==> src/rtl/pam4_isi_channel.sv <==
// Synthetic PAM-4 channel: 4-tap programmable ISI FIR, optional bounded LFSR noise,
// saturation, and a fixed 2-cycle valid-qualified pipeline.
module pam4_isi_channel #(
  parameter int          SIGNAL_RESOLUTION = 8,
  parameter int          NUM_TAPS          = 4,
  parameter int          COEF_WIDTH        = 8,
  parameter int          NOISE_BITS        = 3,
  parameter logic [15:0] LFSR_SEED         = 16'hACE1
) (
  input  logic                         clk,
  input  logic                         rst,
  input  logic [SIGNAL_RESOLUTION-1:0] voltage_level_in,
  input  logic                         voltage_level_in_valid,
  input  logic                         tap_wr_en,
  input  logic [1:0]                   tap_wr_addr,
  input  logic [COEF_WIDTH-1:0]        tap_wr_data,
  input  logic                         noise_en,
  output logic [SIGNAL_RESOLUTION-1:0] voltage_level_out,
  output logic                         voltage_level_out_valid
);

  localparam int PW    = SIGNAL_RESOLUTION + COEF_WIDTH;
  localparam int SW    = PW + $clog2(NUM_TAPS);
  localparam int FRAC  = COEF_WIDTH - 2;
  localparam int ROUND = 1 << (FRAC - 1);
  localparam logic signed [SW-1:0] MAXV = SW'((1 << (SIGNAL_RESOLUTION - 1)) - 1);
  localparam logic signed [SW-1:0] MINV = SW'(-(1 << (SIGNAL_RESOLUTION - 1)));

  logic signed [SIGNAL_RESOLUTION-1:0] x      [NUM_TAPS];
  logic signed [SIGNAL_RESOLUTION-1:0] x_next [NUM_TAPS];
  logic signed [COEF_WIDTH-1:0]        tap    [NUM_TAPS];
  logic signed [PW-1:0]                prod   [NUM_TAPS];
  logic signed [NOISE_BITS-1:0]        noise_q;
  logic [15:0]                         lfsr;
  logic                                v1;

  logic signed [SW-1:0]                sum;
  logic signed [SW-1:0]                rnd;
  logic signed [SW-1:0]                noisy;
  logic signed [SIGNAL_RESOLUTION-1:0] sat;

  // The accepted sample enters tap 0 in the same stage it is captured.
  always_comb begin
    x_next[0] = voltage_level_in;
    for (int unsigned k = 1; k < NUM_TAPS; k++) x_next[k] = x[k-1];
  end

  always_ff @(posedge clk) begin
    if (rst) begin
      for (int unsigned k = 0; k < NUM_TAPS; k++) begin
        x[k]    <= '0;
        prod[k] <= '0;
        tap[k]  <= (k == 0) ? COEF_WIDTH'(1 << FRAC) : '0;
      end
      noise_q <= '0;
      lfsr    <= LFSR_SEED;
      v1      <= 1'b0;
    end else begin
      v1 <= voltage_level_in_valid;
      if (voltage_level_in_valid) begin
        for (int unsigned k = 0; k < NUM_TAPS; k++) begin
          x[k]    <= x_next[k];
          prod[k] <= PW'(tap[k]) * PW'(x_next[k]);
        end
        noise_q <= noise_en ? lfsr[NOISE_BITS-1:0] : '0;
        lfsr    <= {lfsr[0] ^ lfsr[2] ^ lfsr[3] ^ lfsr[5], lfsr[15:1]};
      end
      // Non-blocking write: a sample accepted on this edge still sees the old tap.
      if (tap_wr_en) tap[tap_wr_addr] <= tap_wr_data;
    end
  end

  always_comb begin
    sum = '0;
    for (int unsigned k = 0; k < NUM_TAPS; k++) sum = sum + SW'(prod[k]);
    rnd   = (sum + SW'(ROUND)) >>> FRAC;
    noisy = rnd + SW'(noise_q);
    if (noisy > MAXV)      sat = MAXV[SIGNAL_RESOLUTION-1:0];
    else if (noisy < MINV) sat = MINV[SIGNAL_RESOLUTION-1:0];
    else                   sat = noisy[SIGNAL_RESOLUTION-1:0];
  end

  always_ff @(posedge clk) begin
    if (rst) begin
      voltage_level_out       <= '0;
      voltage_level_out_valid <= 1'b0;
    end else begin
      voltage_level_out_valid <= v1;
      if (v1) voltage_level_out <= sat;
    end
  end

endmodule
==> config.mk <==
export PLATFORM = sky130hd
export DESIGN_NAME = pam4_isi_channel
export DESIGN_NICKNAME = d
export VERILOG_FILES = /design/src/rtl/pam4_isi_channel.sv
export SDC_FILE = /design/constraint.sdc
export NUM_CORES = 1
export LEC_CHECK = 0
export ABC_AREA = 1
export CORE_UTILIZATION = 25
export CTS_CLUSTER_DIAMETER = 200
export CTS_CLUSTER_SIZE = 20
export DETAILED_ROUTE_END_ITERATION = 6
export DONT_BUFFER_PORTS = 1
export GPL_TIMING_DRIVEN = 0
export PLACE_DENSITY = 0.35
export SYNTH_ARGS = -nofsm -noshare
export SYNTH_HDL_FRONTEND = slang
export SYNTH_SLANG_ARGS = --single-unit
==> constraint.sdc <==
create_clock -name clk -period 8.2 [get_ports clk]
set_clock_uncertainty 0.05 [all_clocks]
set_input_delay 1.64 -clock clk [delete_from_list [all_inputs] [get_ports clk]]
set_output_delay 1.64 -clock clk [all_outputs]
set_load 0.02 [all_outputs]
# ---- Word-level counts from Yosys, hierarchy flattened
# Memory sizes are Yosys's and may differ from the RTL's.
# Index checks and enable logic that the tools add are counted.
dict set report totals {
  ram_bits 128
  elab_cells 53
  input_bits 23
  regBits 29
  mem_count 3
}
dict set report classes {
  multipliers 4
  n_lt_le_gt_ge 2
  bitwise 11
  n_addsub 5
  reduce_logical 1
  muxes 22
}
# name words width read_ports rd_clocked_by_memory_dff write_ports line_no
set mem_list {}
lappend mem_list {prod 4 16 4 0 4 32} ;# logic signed [PW-1:0] prod [NUM_TAPS];
lappend mem_list {tap 4 8 4 0 4 31} ;# logic signed [COEF_WIDTH-1:0] tap [NUM_TAPS];
lappend mem_list {x 4 8 3 0 4 29} ;# logic signed [SIGNAL_RESOLUTION-1:0] x [NUM_TAPS];
# op n
set op_table {}
lappend op_table {{$mul A8 B8 Y16} 4}
lappend op_table {{$mux W16} 4}
lappend op_table {{$mux W8} 7}
lappend op_table {{$add A17 B16 Y18} 1}
lappend op_table {{$add A18 B16 Y18} 1}
lappend op_table {{$add A18 B7 Y18 const B} 1}
lappend op_table {{$add A16 B16 Y17} 1}
lappend op_table {{$add A12 B3 Y13} 1}
lappend op_table {{$gt A13 B8 Y1 const B} 1}
lappend op_table {{$lt A13 B8 Y1 const B} 1}
lappend op_table {{$mux W1} 9}
lappend op_table {{$or A1 B1 Y1} 8}
lappend op_table {{$reduce_or A8 Y1} 1}
lappend op_table {{$mux W3} 1}
lappend op_table {{$xor A1 B1 Y1} 3}
lappend op_table {{$mux W2} 1}

# ---- Longest topological paths before layout
dict set report depth {
  depth_word 8
  ltp_mapped 28
  mapped_depth_nobuf 28
}

# ---- Worst setup path before layout
# No wires, ideal clock.
dict set report synth_timing {
  path_type {input -> register}
  from {input voltage_level_in[2]}
  to {memory prod[0][10] in the netlist's numbering (data pin)}
  setup_ps 261
  path_stages 16
  slack_ps 2777
  arrival_time_ps 5111
  path_buffers 1
  cell_sequence {clkbuf_1 > nand2_1 > fa_1 > fa_1 > inv_1 > fa_1 > inv_1 > fa_1 > inv_1 > ha_1 > inv_1 > o21ai_0 > a31oi_1 > o21ai_0 > o21ai_0 > a21oi_1}
}
# element line_no
set synth_lines {}
lappend synth_lines {{start: declaration} 12} ;# input logic [SIGNAL_RESOLUTION-1:0] voltage_level_in,
lappend synth_lines {{end: declaration} 32}

==> summary.txt <==
Floorplanning
  • Die Y: 269.7 microns
  • Top-level I/O count: 32
  • Initial Util: 0.2541
  • FP Rows: 97
  • DIE AREA: 72750 sq um
  • Die width: 269.7 microns
  • Placeable Area: 70510 sq um

Logic synthesis
  • Post-Syn Area: 17920 sq um
  • Area leader, netlist: fa_1
  • Post-synth ARST share: 0
  • Syn_nets: approximately 2600
  • Top post-synthesis cells by area: fa_1, edfxtp_1, inv_1
  • Yosys cell types: 40
  • Main synth FF type: edfxtp_1
  • Post-synth EDFFs: 120
  • Mapped Avg Cell Area: around 8.4 sq um
  • Most frequent cells after synthesis: inv_1, nand2_1, fa_1
  • Synthesized instance count: 2121
  • Register area share after synthesis: 0.2335
  • Yosys reg bits: 149
  • Most instantiated library cell after synthesis: inv_1
  • Synth top area share: 0.2827
  • Yosys warns: 0

CTS
  • H-tree depth: 4
  • Deepest clock path buffer count: 2
  • Post-CTS setup buffers: 0
  • Reg clk slew, reported paths: around 0.060 ns
  • Worst-Skew Late Latency: 0.47 ns
  • Clock sinks: between 100 and 150
  • Clock root cell: clkbuf_16
  • CTS resizes: 0
  • CTS tree: yes
  • Cts bufs inserted: 17
  • Hold_buf cts: 0

Route
  • Vias post-DR: ~13000
  • Drt total wl: 47210 microns
  • Antenna Nets Post-Route: 0
  • DRT Pass-1 Iters: 5
  • Drt via density: 4.138
  • Residual DRC count: 0
  • DR iter-0 viols: 585
  • Drt wl/cell: 15.26 microns

Timing
  • Worst-margin pin slew: ~1.2 ns
  • Relative slew slack: 0.2192
  • Final WS setup: roughly 2.5 ns
  • Final Cycle Share: 0.6979
  • Fmax: 0.1747 GHz
  • Setup TNS: 0 ns
  • Final Max Slew Viols: 0
  • Hold Vio Cnt, Final: 0
  • RSZ-0062 raised after global routing: false
  • Min Tclk post-route: 5.723 ns
  • Final setup viols: 0

Power and ir drop
  • PD cells: 328.1 nW/um^2
  • Switching Fraction: 0.5261
  • Gate power share: 0.707
  • Flop pwr share: 0.164
  • Psw: 3407 uW
  • Clock share of power: 0.129
  • Peak VDD IR: 0.0002109 V
  • Int Power: between 3000 and 4000 uW
  • Leakage power: 0.01013 uW

Worst hold path
  • Hold Path Depth: 2
  • Hold crit path type: flop to flop
  • Hold path endpoint: lfsr[14]
  • Hold path start: lfsr[15]

Critical path
  • Crit path launch type: input pin
  • Arrival time at the worst endpoint: 5.96 ns
  • Crit path capture type: flop
  • Worst path top cell family by delay: adder cells
  • WP buf/inv: 5
  • Critical path data required time: 8.44 ns
  • CP max FO: 9
  • CP Cell Sequence: clkbuf_1, nand2_1, inv_1, fa_1, inv_1, fa_1, fa_1, fa_1, inv_1, ha_1, nand2_1, inv_1, nand3_1, nor4_1, nand2_1, o2111ai_1, o21ai_0, a21oi_1
  • Critical path class: input pin to flop
  • R2r endpoint: prod[2][14]
  • CP peak stage delay: about 0.55 ns
  • R2R Path Start: x[0][10]
  • Reg2Reg Setup Slack: 2.92 ns
  • Worst reg2reg path depth: 16
  • CP max stage cell: fa_1

Place
  • Pre-CTS setup slack: slightly below 2 ns
  • Port bufs: 0
  • Placed Cells incl. Taps: roughly 3100
  • Placer Congestion: between 0.7 and 0.8
  • Dpl hpwl: approximately 40000 microns

Job
  • Max_cap viols: 0

Layout
  • Non-Filler Instances: 3094
  • NumNets Final: about 2600
  • P&R area growth vs syn: 10.15%
  • Layout cells sized above 1: 0.03435
  • # fillers: between 7000 and 8000
  • N_diodes: 0

Outcome
  • Status: complete, no violations

Global route
  • Vias in the first global route: 13360
  • Aggregate global-route resource usage: 0.1350
  • Grt ovf: 0
  • Largest net degree at the start of global routing: 88
  • Initial antenna violation count: 2
  • First-pass GRT wire length: 75380 microns
==> per-layer routing <==
layer,track usage,wire (microns),part of all wire,vias up
met5,0,0,0,-
met4,0.02721,441,0.0093,0
met3,0.01879,955,0.020,28
met2,0.2181,21730,0.46,109
met1,0.1912,24080,0.51,6305
li1,-,-,-,6360
==> flip-flops by register name, indices dropped and copies added (netlist names) <==
| register | flops |
|---|---|
| lfsr | 16 |
| x | 24 |
| voltage_level_out_valid | 1 |
| tap | 32 |
| prod | 64 |
| v1 | 1 |
| noise_q | 3 |
| voltage_level_out | 8 |
==> kinds of logic (layout without fill, tap and decap cells) <==
family	Yosys count	in the layout	synth area share
adder cells (fa/ha/maj)	410	410	0.3923
AO/OA/AOI/OAI	215	215	0.06808
XOR/XNOR	47	47	0.02297
buffers and inverters	698	731	0.1467
AND/OR/NAND/NOR	602	602	0.1364
flip-flops	149	149	0.2335
==> worst min-delay path: cells and delay by family, from the launching register on <==
family	cells	cell delay [ns]
flops	1	0.32
compound gates	1	0.06
simple gates	1	0.05
==> through the flow <==
| stage | area (sq um) | utilization | hold slack, ns | power, uW |
|---|---|---|---|---|
| 2_1_floorplan | 17920 | - | 0.3786 | 4491 |
| 6_report | 19740 | 0.2799 | 0.4126 | 6476 |
| 4_1_cts | 19740 | 0.2799 | 0.4177 | 6593 |
| 3_5_place_dp | 19130 | 0.2713 | 0.3991 | 5719 |
| 3_3_place_gp | 19090 | 0.2708 | 0.3948 | 5698 |
| 5_1_grt | 19740 | 0.2799 | 0.4430 | 7258 |
==> worst max-delay path by stage <==
stage,startpoint,end,slack (ns),depth (start not counted)
global route,voltage_level_in[2],prod[0][15],2.10,18
floorplan,voltage_level_in[2],prod[0][10],2.78,16
global placement,rst,x[0][13],1.12,3
finish,voltage_level_in[2],prod[0][15],2.48,18
CTS,voltage_level_in[2],prod[0][15],2.46,18
detailed placement,voltage_level_in[2],prod[0][15],1.95,18
==> layout by cell type (no fill, tap or decap), types with 3 or more instances in the layout <==
| cell type | instances |
|---|---|
| inv_1 | 624 |
| nand2_1 | 381 |
| fa_1 | 253 |
| ha_1 | 157 |
| edfxtp_1 | 120 |
| nor2_1 | 117 |
| a21oi_1 | 91 |
| o21ai_0 | 71 |
| clkbuf_1 | 65 |
| nand3_1 | 44 |
| dfxtp_1 | 29 |
| xnor2_1 | 27 |
| or2_2 | 22 |
| xor2_1 | 20 |
| nor3_1 | 20 |
| clkbuf_16 | 17 |
| o21bai_1 | 10 |
| nand2_2 | 8 |
| a31oi_1 | 6 |
| a22oi_1 | 6 |
| inv_8 | 6 |
| nand4_1 | 5 |
| o2111ai_1 | 5 |
| o22ai_1 | 5 |
| a21o_1 | 4 |
| buf_1 | 4 |
| a21oi_2 | 4 |
| inv_6 | 4 |
| a211oi_1 | 3 |
| clkinv_1 | 3 |
| clkinv_4 | 3 |
| o21a_1 | 3 |
==> power groups by stage <==
stage | clock network (uW) | logic (uW) | registers [uW]
after global routing | 892 | 5290 | 1080
after detailed placement | 0 | 4630 | 1090
after floorplan | 0 | 3460 | 1040
final | 834 | 4580 | 1060
after global placement | 0 | 4610 | 1090
after CTS | 865 | 4660 | 1070
==> layout make-up <==
type / instances / area, sq um / share of cell area
buffer: 71 / 275.3 / 0.01395
clock buffer: 17 / 425.4 / 0.02155
clock inverter: 15 / 183.9 / 0.009319
inverter: 627 / 2359 / 0.1195
multi-input combinational: 1274 / 11110 / 0.5627
sequential: 149 / 4184 / 0.2120
tap: 940 / 1176 / 0.05959
timing repair buffer: 1 / 27.53 / 0.001395
No activity file was read; power rests on OpenSTA's default activity.
